$ cat src/rtl/univ_shift_reg.sv
// rtl/univ_shift_reg.sv - WIDTH-bit universal shift register with saturating shift count (optional USR_ROTATE_EN)
//
// Modes: 00 hold, 01 shift right, 10 shift left, 11 parallel load.
// Define USR_ROTATE_EN to turn both shifts into rotates; the sin_l/sin_r
// ports stay present but are ignored in that build.
module univ_shift_reg #(
  parameter int WIDTH = 8,
  parameter logic [WIDTH-1:0] RESET_VAL = '0
) (
  input  logic                           clk,
  input  logic                           reset,
  input  logic                           en,
  input  logic [1:0]                     mode,
  input  logic [WIDTH-1:0]               d,
  input  logic                           sin_l,
  input  logic                           sin_r,
  output logic [WIDTH-1:0]               q,
  output logic                           sout_r,
  output logic                           sout_l,
  output logic [$clog2(WIDTH+1)-1:0]     cnt,
  output logic                           full
);

  localparam int CNT_W = $clog2(WIDTH + 1);
  localparam logic [CNT_W-1:0] CNT_MAX = CNT_W'(WIDTH);

  localparam logic [1:0] MODE_HOLD  = 2'b00;
  localparam logic [1:0] MODE_RIGHT = 2'b01;
  localparam logic [1:0] MODE_LEFT  = 2'b10;
  localparam logic [1:0] MODE_LOAD  = 2'b11;

  // Reject widths outside the supported range at elaboration time.
  if (WIDTH < 2 || WIDTH > 32) begin : g_width_check
    $error("univ_shift_reg: WIDTH must be in 2..32");
  end

  logic             fill_l;   // bit entering at the MSB on a right shift
  logic             fill_r;   // bit entering at the LSB on a left shift
  logic [CNT_W-1:0] cnt_inc;  // saturating increment of the shift count
  logic [WIDTH-1:0] q_next;
  logic [CNT_W-1:0] cnt_next;
  logic             full_next;

`ifdef USR_ROTATE_EN
  // Rotating build: the bit leaving one end re-enters at the other.
  logic unused_sin;
  assign unused_sin = sin_l ^ sin_r;
  assign fill_l     = q[0];
  assign fill_r     = q[WIDTH-1];
`else
  assign fill_l = sin_l;
  assign fill_r = sin_r;
`endif

  // Serial outputs expose the bit that would leave on the next shift.
  assign sout_r = q[0];
  assign sout_l = q[WIDTH-1];

  // Count stops at WIDTH; once every loaded bit has left, it never wraps.
  assign cnt_inc = (cnt == CNT_MAX) ? CNT_MAX : cnt + CNT_W'(1);

  // Next-state selection by mode; hold keeps everything as is.
  always_comb begin
    q_next    = q;
    cnt_next  = cnt;
    full_next = full;
    case (mode)
      MODE_HOLD: begin
        q_next    = q;
        cnt_next  = cnt;
        full_next = full;
      end
      MODE_RIGHT: begin
        q_next    = {fill_l, q[WIDTH-1:1]};
        cnt_next  = cnt_inc;
        full_next = (cnt_inc == CNT_MAX);
      end
      MODE_LEFT: begin
        q_next    = {q[WIDTH-2:0], fill_r};
        cnt_next  = cnt_inc;
        full_next = (cnt_inc == CNT_MAX);
      end
      MODE_LOAD: begin
        q_next    = d;
        cnt_next  = '0;
        full_next = 1'b0;
      end
      default: begin
        q_next    = q;
        cnt_next  = cnt;
        full_next = full;
      end
    endcase
  end

  // State register: reset wins over enable, enable gates every update.
  always_ff @(posedge clk) begin
    if (reset) begin
      q    <= RESET_VAL;
      cnt  <= '0;
      full <= 1'b0;
    end else if (en) begin
      q    <= q_next;
      cnt  <= cnt_next;
      full <= full_next;
    end
  end

endmodule

$ cat config.mk
export PLATFORM = sky130hd
export DESIGN_NAME = univ_shift_reg
export DESIGN_NICKNAME = d
export VERILOG_FILES = /design/src/rtl/univ_shift_reg.sv
export SDC_FILE = /design/constraint.sdc
export NUM_CORES = 1
export LEC_CHECK = 0
export ABC_AREA = 1
export CORE_AREA = 2 2 46 48
export DETAILED_ROUTE_END_ITERATION = 6
export DIE_AREA = 0 0 48 50
export GPL_TIMING_DRIVEN = 0
export HOLD_SLACK_MARGIN = 0.1
export PLACE_DENSITY = 0.79
export SLEW_MARGIN = 5
export SYNTH_ARGS = -nofsm -noshare
export SYNTH_HDL_FRONTEND = slang
export SYNTH_SLANG_ARGS = --single-unit
$ cat constraint.sdc
create_clock -name clk -period 1.7 [get_ports clk]
set_clock_uncertainty 0.05 [all_clocks]
set_input_delay 0.425 -clock clk [delete_from_list [all_inputs] [get_ports clk]]
set_output_delay 0.425 -clock clk [all_outputs]
set_load 0.01 [all_outputs]
# Yosys cells after proc, flatten, opt, wreduce, memory -nomap -nowiden
# Cells that the tools add are included.
# word_totals
reg_bits	13
out_inout_bits	15
word_cells	17
# op_classes
add_sub_neg	1
n_eq_ne	5
n_mux	4
bitwise_logic	1
n_reduce_logical	3
# ops
cell	n
8-bit one-hot mux with 3 select lines	1
4-bit == test, second input constant	2
4-bit one-hot mux with 2 select lines	1
4-bit by 1-bit adder with 4-bit output, second input constant	1
2-bit == test, second input constant	2
4-bit 2-to-1 mux	1
2-bit by 1-bit == test with 1-bit output, second input constant	1
2-bit logical NOT	1
1-bit one-hot mux with 2 select lines	1
2-bit AND reduction	1
2-bit OR reduction	1
1-bit inverter	1

# Logic depth before layout (Yosys ltp)
# Gate-level depths: netlist of the first run.
# logic_depth
depth_word	4
depth_mapped	8
depth_no_buf	8

# Worst setup path before layout of the first run
# Ideal clock, no wire load.
# synth_timing
path_kind	flip-flop to flip-flop
start	register cnt[0]
end	register full
setup_time_ns	0.070
t_arrival_ns	1.115
t_required_ns	1.580
slack_ns	0.465
stages_incl_launch_ff	8
path_cell_list	dfxtp_1 -> inv_1 -> ha_1 -> inv_1 -> nand2_1 -> nor2_1 -> nand2_1 -> a21oi_1
# synth_between
elab_chain_len	4
# synth_lines
item	line	text
from (decl)	20	output logic [$clog2(WIDTH+1)-1:0] cnt,
from (signal assigned)	104	cnt <= cnt_next;
4-bit by 1-bit adder with 4-bit output / 4-bit == test (equally long branches)	60	assign cnt_inc = (cnt == CNT_MAX) ? CNT_MAX : cnt + CNT_W'(1);
4-bit 2-to-1 mux (*)	60	
4-bit == test (*)	76, 81	
1-bit one-hot mux with 2 select lines (*)	67	case (mode)
to (signal assigned)	105	full <= full_next;
to (decl)	21	output logic full
# Mark *: on every way between the ends. The rest lies on a longest branch, timed or not.
# A chain may end at the register's enable or synchronous reset.

# Worst setup path after layout of the first run
# layout_timing
start	register q[0]
end	output port sout_r
# layout_rtl
item	line	text
from (decl)	17	output logic [WIDTH-1:0] q,
from (signal assigned)	103	q <= q_next;
to (decl)	18	output logic sout_r,
# No word-level cell between the ends.

==> results of run 1 <==
## area by class of cell
type,instances,area share
clock buffer,4,0.0244
buffer,4,0.0348
sequential,13,0.248
tap,27,0.0313
timing repair buffer,28,0.269
multi-input combinational,72,0.352
inverter,11,0.0406
## cell usage after synthesis, types with 4 or more instances
library cell | n | area, µm²
nor2_1 | 4 | 15.0
nand2_1 | 20 | 75.1
a31oi_1 | 8 | 50.1
o21ai_0 | 8 | 40.0
dfxtp_1 | 13 | 260
inv_1 | 8 | 30.0
a21oi_1 | 13 | 65.1
nand3_1 | 11 | 55.1
## sequential cells by signal, indices dropped and copies added, names as in the netlist
register  count
cnt           4
full          1
q             8
## routing by layer
layer,global-route usage,vias to the layer above,wire (µm)
met4,0.0721,0,39
li1,-,406,-
met1,0.204,339,771
met3,0.0403,5,100
met2,0.271,33,908
met5,0,-,0
## worst max-delay path by stage
stage                         to  slack (ps)  cells past startpoint
after global routing      sout_l          20                      1
after detailed placement    q[7]         -10                      7
final                     sout_r          60                      1
after floorplan             full         470                      7
after global placement      q[4]           5                      7
after CTS                 cnt[0]           5                      1
## worst register-to-register path: stages (launching register included)
cell	delay (ps)
dfxtp_2	350
ha_1	210
or2_2	290
nand2_1	80
nor2_1	50
nand2_1	60
a21oi_1	50
## cell families after synthesis
logic type / count (synthesis)
simple gates: 40
compound gates: 30
flops: 13
buf+inv: 15
fa+ha+maj: 2
## what timing repair did
action | in CTS | in global routing
pin swaps | 0 | 0
gates resized for setup | 11 | 7
endpoints found under the setup margin | 9 | 7
## metrics by stage
| step | cell area (µm²) | TNS, ps | setup slack [ps] | power, mW | hold slack (ps) |
|---|---|---|---|---|---|
| floorplan | 721 | 0 | 465 | 0.428 | 431 |
| global placement | 1030 | 0 | 5.10 | 0.516 | 402 |
| detailed placement | 1030 | -19.0 | -10.0 | 0.519 | 405 |
| CTS | 1060 | 0 | 4.65 | 0.708 | 406 |
| global route | 1080 | 0 | 17.0 | 0.737 | 412 |
| finish | 1080 | 0 | 61.2 | 0.700 | 409 |
## power groups by stage
stage / registers, mW / logic [mW] / clock network (mW)
4_1_cts: 0.341 / 0.166 / 0.201
3_3_place_gp: 0.346 / 0.170 / 0
3_5_place_dp: 0.347 / 0.171 / 0
6_report: 0.341 / 0.163 / 0.196
5_1_grt: 0.345 / 0.182 / 0.211
2_1_floorplan: 0.352 / 0.0758 / 0
==> results.json, run 1 <==
{
  "status": "finished clean",
  "diodes": 0,
  "synthCells": 100,
  "drive_gt1_frac": 0.167,
  "dp_hpwl_um": 1340,
  "drt_drc_violations_left": 0,
  "p_comb_frac": 0.233,
  "cts_buffers": 3,
  "dieArea_um2": 2400,
  "clockPowerShare": 0.280,
  "clk_latency_ps": 280,
  "crit_path_end_kind": "primary output",
  "cp.required_ps": 1220,
  "grt.total_usage": 0.168,
  "maxCapViolCount": 0,
  "die_y_um": 50,
  "nFillCells": 190,
  "slew_violations": 0,
  "clock-sinks": 13,
  "crit_fanout": 4,
  "tightest_slew_ps": 251,
  "chipWidth_um": 48,
  "cp_cell_sequence": "clkdlybuf4s50_1",
  "synth_top_family_by_area": "simple AND/OR/NAND/NOR gates",
  "leakage_nw": 0.547,
  "fin_crit_sh": 0.964,
  "synthMuxAreaShare": 0,
  "clkTransAtPathRegs_ps": 80,
  "yosysWarnings": 0,
  "via_count": 783,
  "holdCritPathClass": "in2reg",
  "synth_nets": 117,
  "power.density_nw_per_um2": 649,
  "final_cell_mix": "nand2_1, clkdlybuf4s50_1, a21oi_1",
  "ctsLongestPathBuffers": 2,
  "yosysSeqAreaShare": 0.361,
  "h-tree-depth": 1,
  "swShare": 0.286,
  "reg2reg_from": "cnt[0]",
  "antenna_found_initial": 0,
  "min_to": "q[0]",
  "worst_setup_path_start_kind": "flip-flop",
  "yosys.area_share.simple": 0.264,
  "setup_viol": 0,
  "rsz0062_at_grt": "no",
  "root_buffer": "clkbuf_4",
  "detail-route-antenna-nets": 0,
  "grt.overflow.total": 0,
  "grt_pass1_vias": 718,
  "gp_congestion": 0.811,
  "cp-startpoint": "q[0]",
  "synthAdderAreaFrac": 0.0347,
  "p_int_uw": 500,
  "dp.cells": 155,
  "crit_type": "reg2out",
  "synthFlopType": "dfxtp_1",
  "r2r_cells": 6,
  "synth_cell_types": 18,
  "ios": 30,
  "worstPathArrival_ps": 1160,
  "synth-async-reset-ratio": 0,
  "drt_pass1_iterations": 4,
  "vias_per_cell": 4.92,
  "period_needed_ps": 1640,
  "synth-edff-count": 0,
  "max_freq_mhz": 610,
  "regToRegSetupSlack_ps": 450,
  "synth_compound_area_frac": 0.227,
  "rr_endpoint": "full",
  "finalNonFillerCells": 159,
  "wl_per_cell_um": 11.4,
  "synth_area_per_cell_um2": 7.21,
  "row_count": 16,
  "routed_wirelength_um": 1820,
  "seq_area_um2": 268,
  "hp-start": "mode[1]",
  "final_common_cell": "nand2_1",
  "holdBufCountCts": 0,
  "seqPwrFrac": 0.487,
  "grt_pass1_wl_um": 2970,
  "initial_utilization": 0.379,
  "multiInputGateArea_um2": 379,
  "ys_seq_elements": 13,
  "final_nets": 150,
  "critPathBufInv": 1,
  "slowest_delay_ps": 530,
  "grt_max_degree": 11,
  "cts_tree": "done",
  "cts_setup_buffers": 0,
  "slowest_stage": "clkdlybuf4s50_1",
  "utilization": 0.567,
  "drtIter0Drc": 19,
  "cpLargestDelayFamily": "buffers and inverters",
  "area_growth_pct": 49.7,
  "p_sw_uw": 200,
  "max-slew-margin-rel": 0.833,
  "core_um2": 1900,
  "netlist_area_um2": 721,
  "io_buffer_count": 28,
  "vdd_drop_max_uv": 333,
  "synth_xor_area_frac": 0,
  "finalHoldViolCount": 0,
  "whs_path_depth": 3
}
No activity file was read; power rests on OpenSTA's default activity.
==> run 2: changes to the inputs <==
==> constraint.sdc (replaced) <==
create_clock -name clk -period 2.06 [get_ports clk]
set_clock_uncertainty 0.05 [all_clocks]
set_input_delay 0.515 -clock clk [delete_from_list [all_inputs] [get_ports clk]]
set_output_delay 0.515 -clock clk [all_outputs]
set_load 0.01 [all_outputs]
==> run 2 against run 1 <==
Against the previous run:
- power is 17% lower
- worst hold slack better by 4.9 ps
- die area unchanged
- first-iteration DRC count is 5.3% higher
- critical path depth is 1 higher
- register-to-register slack improved by 320 ps
- combinational power decreased by 13%
- sequential power is 18% lower
- count of clock-buffer cells in the layout unchanged
- global-route usage down 0.070 points
- worst setup slack better by 130 ps
- highest routed layer unchanged
- largest power group unchanged
- non-clock buffer count unchanged
==> results.json, run 2 (synthesis gave the netlist of run 1 again) <==
{
  "status": "finished clean",
  "p_comb_frac": 0.241,
  "min_to": "full",
  "nFillCells": 194,
  "holdBufCountCts": 0,
  "max-slew-margin-rel": 0.834,
  "gp_congestion": 0.811,
  "cts_tree": "done",
  "row_count": 16,
  "total_power_uw": 584,
  "ios": 30,
  "seqPwrFrac": 0.481,
  "vdd_drop_max_uv": 282,
  "rsz0062_at_grt": "no",
  "fin_tns_setup_ps": 0,
  "detail-route-antenna-nets": 0,
  "dp.cells": 155,
  "dp_hpwl_um": 1340,
  "largest_register": "q",
  "multiInputGateArea_um2": 379,
  "grt_pass1_vias": 717,
  "cp_cell_sequence": "buf_4 -> clkdlybuf4s50_1",
  "swShare": 0.284,
  "crit_path_end_kind": "primary output",
  "slew_violations": 0,
  "crit_fanout": 4,
  "crit_type": "reg2out",
  "diodes": 0,
  "reg_top3": "q (8), cnt (4), full (1)",
  "grt.overflow.total": 0,
  "wl_per_cell_um": 11.1,
  "worstPathArrival_ps": 1300,
  "area_growth_pct": 47.2,
  "slowest_stage": "clkdlybuf4s50_1",
  "chipWidth_um": 48,
  "cts_setup_buffers": 0,
  "die_y_um": 50,
  "h-tree-depth": 1,
  "drt_pass1_iterations": 5,
  "reg2reg_from": "cnt[0]",
  "clkTransAtPathRegs_ps": 80,
  "slowest_delay_ps": 510,
  "fin_crit_sh": 0.907,
  "core_um2": 1900,
  "max_freq_mhz": 535,
  "io_buffer_count": 28,
  "drive_gt1_frac": 0.114,
  "hp-start": "full",
  "clk_latency_ps": 280,
  "routed_wirelength_um": 1770,
  "via_count": 788,
  "leakage_nw": 0.411,
  "final_common_cell": "clkdlybuf4s50_1",
  "regToRegSetupSlack_ps": 770,
  "grt_pass1_wl_um": 2960,
  "vias_per_cell": 4.96,
  "final_cell_mix": "clkdlybuf4s50_1, nand2_1, a21oi_1, dfxtp_1, nand3_1",
  "finalNonFillerCells": 159,
  "root_buffer": "clkbuf_4",
  "p_int_uw": 418,
  "holdWs_ps": 413,
  "whs_path_depth": 2,
  "p_sw_uw": 166,
  "power.density_nw_per_um2": 550,
  "clockPowerShare": 0.277,
  "dieArea_um2": 2400,
  "seq_area_um2": 260,
  "grt.total_usage": 0.168,
  "tightest_slew_ps": 249,
  "finalHoldViolCount": 0,
  "cts_resized": 0,
  "drtIter0Drc": 20,
  "drt_drc_violations_left": 0,
  "cts_buffers": 3,
  "setup_viol": 0,
  "worst_setup_path_start_kind": "flip-flop",
  "grt_max_degree": 11,
  "rr_endpoint": "full",
  "initial_utilization": 0.379,
  "antenna_found_initial": 0,
  "holdCritPathClass": "reg2reg",
  "cp.required_ps": 1490,
  "maxCapViolCount": 0,
  "clock-sinks": 13,
  "r2r_cells": 7,
  "ctsLongestPathBuffers": 2,
  "final_nets": 150,
  "largest_reg_flops": 8,
  "period_needed_ps": 1870,
  "cp-startpoint": "q[0]"
}
==> run 2: worst max-delay path by stage <==
stage | to | cells after the start
after floorplan | q[3] | 7
after global placement | q[4] | 7
after CTS | q[7] | 2
after global routing | q[7] | 2
after detailed placement | q[7] | 7
final | q[0] | 2
==> run 2: power groups by stage <==
stage / Sequential, mW / Clock, mW / Combinational, mW
2_1_floorplan: 0.290 / 0 / 0.0626
3_3_place_gp: 0.286 / 0 / 0.140
3_5_place_dp: 0.287 / 0 / 0.141
4_1_cts: 0.281 / 0.166 / 0.142
5_1_grt: 0.284 / 0.174 / 0.156
6_report: 0.281 / 0.162 / 0.141
==> run 2: routing by layer <==
metal / global-route usage / wire (µm) / vias to the layer above
li1: - / - / 407
met1: 0.204 / 802 / 350
met2: 0.269 / 846 / 26
met3: 0.0403 / 77 / 5
met4: 0.0721 / 40 / 0
met5: 0 / 0 / -
==> run 2: layout make-up <==
type,count,area share
Multi-Input combinational cell,72,0.357
Timing Repair Buffer,28,0.264
Sequential cell,13,0.245
Inverter,11,0.0413
Buffer,4,0.0354
Tap cell,27,0.0318
Clock buffer,4,0.0248
==> run 2: critical path: cells and delay by family, from the launching register on <==
family | cells | cell delay [ps]
buffers and inverters | 2 | 640
flip-flops | 1 | 380
==> run 2: metrics by stage <==
| stage | setup slack (ps) | instance area, µm² | utilization |
|---|---|---|---|
| 3_3_place_gp | 275 | 1030 | 0.544 |
| 6_report | 192 | 1060 | 0.558 |
| 3_5_place_dp | 260 | 1030 | 0.544 |
| 4_1_cts | 171 | 1060 | 0.558 |
| 5_1_grt | 134 | 1060 | 0.558 |
| 2_1_floorplan | 786 | 721 | - |
==> RTL edit (settings of run 2) <==
The option `USR_ROTATE_EN` is turned on by a define.
--- a/src/rtl/univ_shift_reg.sv
+++ b/src/rtl/univ_shift_reg.sv
@@ -3,6 +3,8 @@
 // Modes: 00 hold, 01 shift right, 10 shift left, 11 parallel load.
 // Define USR_ROTATE_EN to turn both shifts into rotates; the sin_l/sin_r
 // ports stay present but are ignored in that build.
+`define USR_ROTATE_EN
+
 module univ_shift_reg #(
   parameter int WIDTH = 8,
   parameter logic [WIDTH-1:0] RESET_VAL = '0
Formal check against the unedited RTL: not equivalent (a bounded check fails within 4 cycles, from zero or initial values and one cycle with reset high).
==> RTL edit against run 2 <==
Worst setup slack lost 0.044 ns; core utilization fell by 0.26 points; sequential cell count is the same; register-to-register slack got worse by 0.02 ns; area after synthesis rose by 2.1%; total power shrank 0.25%; routed wire length up 3.9%; design area is 0.47% lower; non-clock buffer count is 2 lower; count of clock-buffer cells in the layout unchanged; first-iteration DRC count is 35% higher; combinational power about the same; critical path type unchanged; largest power group unchanged; highest routed layer unchanged.
==> RTL edit: results (changes against run 2) <==
critical path's slowest cell=clkdlybuf4s50_1; register area share after synthesis=35.4% (-0.74 points); layout cells sized above 1=11.5% (+0.087 points); end of the critical path=q[7]; Commonest cells post-synth=21 x nand2_1, 13 x a21oi_1, 13 x dfxtp_1; Worst-Margin Slew=0.248 ns (-0.000928 ns); status=completed; Final Non-Filler Cells=158 (-0.63%); Worst setup startpoint=q[7]$_SDFFE_PP0P_; GR Util met2=27.6% (+0.67 points); IO buf count=26 (-7.1%); critical path arrival=1.35 ns (+0.05 ns); Synth area leaders=dfxtp_1 35%, nand2_1 11%, a21oi_1 8.8%; Avg WL per Cell=11.6 microns (+4.6%); first-pass GRT wire length=2990 microns (+0.91%); GPL Wtd Cong=0.831 (+2.5%); Static Leak=0.409 nW (-0.30%); Syn Inst Count=101 (+1.0%); DR vias=838 (+6.3%); wl on met1=771 microns (-3.9%); Post-DP Area=1030 sq um (-0.48%); Pre-antenna DRT Iters=4 (-1); Cell variety after synth=19 (+1); Fill cells=210 (+8.2%); post-route setup slack=0.148 ns (-0.0440 ns); worst-path fanout max=5 (+1); VDD IR max=0.293 mV (+3.7%); dpl ws=0.233 ns (-0.0272 ns); met1 usage=20.9% (+0.45 points); met3 usage=5.49% (+1.5 points); Adder-Cell Fraction of Synth Area=3.40% (-0.071 points); post-DP HPWL=1390 microns (+3.1%); flop-to-flop setup slack=0.75 ns (-0.02 ns); Tot GR Track Use=17.2% (+0.41 points); met3 WL=145 microns (+88%); final net count=149 (-0.67%); Compound-Gate Fraction of Synth Area=21.1% (-1.7 points); Mapped Nets=118 (+0.85%); vias in the first global route=743 (+3.6%); Worst-path clk slew=0.07 ns
[RTL edit: layout make-up]
| class | count | area, sq um | share of cell area [%] |
|---|---|---|---|
| multi-input cells | 73 | 389 | 36.8 |
| plain buffers | 4 | 37.5 | 3.55 |
| repair buffers | 26 | 260 | 24.6 |
| inverters | 11 | 48.8 | 4.62 |
| clock buffers | 4 | 26.3 | 2.49 |
| flip-flops and latches | 13 | 260 | 24.6 |
| well taps | 27 | 33.8 | 3.20 |
[RTL edit: where the power goes]
| part | switching, mW | internal (mW) | total (mW) | leakage (nW) |
|---|---|---|---|---|
| clock network | 0.0838 | 0.0751 | 0.159 | 0.0150 |
| logic | 0.0661 | 0.0748 | 0.141 | 0.288 |
| registers | 0.0172 | 0.265 | 0.283 | 0.107 |
| total | 0.167 | 0.415 | 0.582 | 0.409 |
[RTL edit: critical path: cells and delay by family (launching register included)]
family / cells / cell delay, ns
buffers and inverters: 2 / 0.66
flip-flops: 1 / 0.41
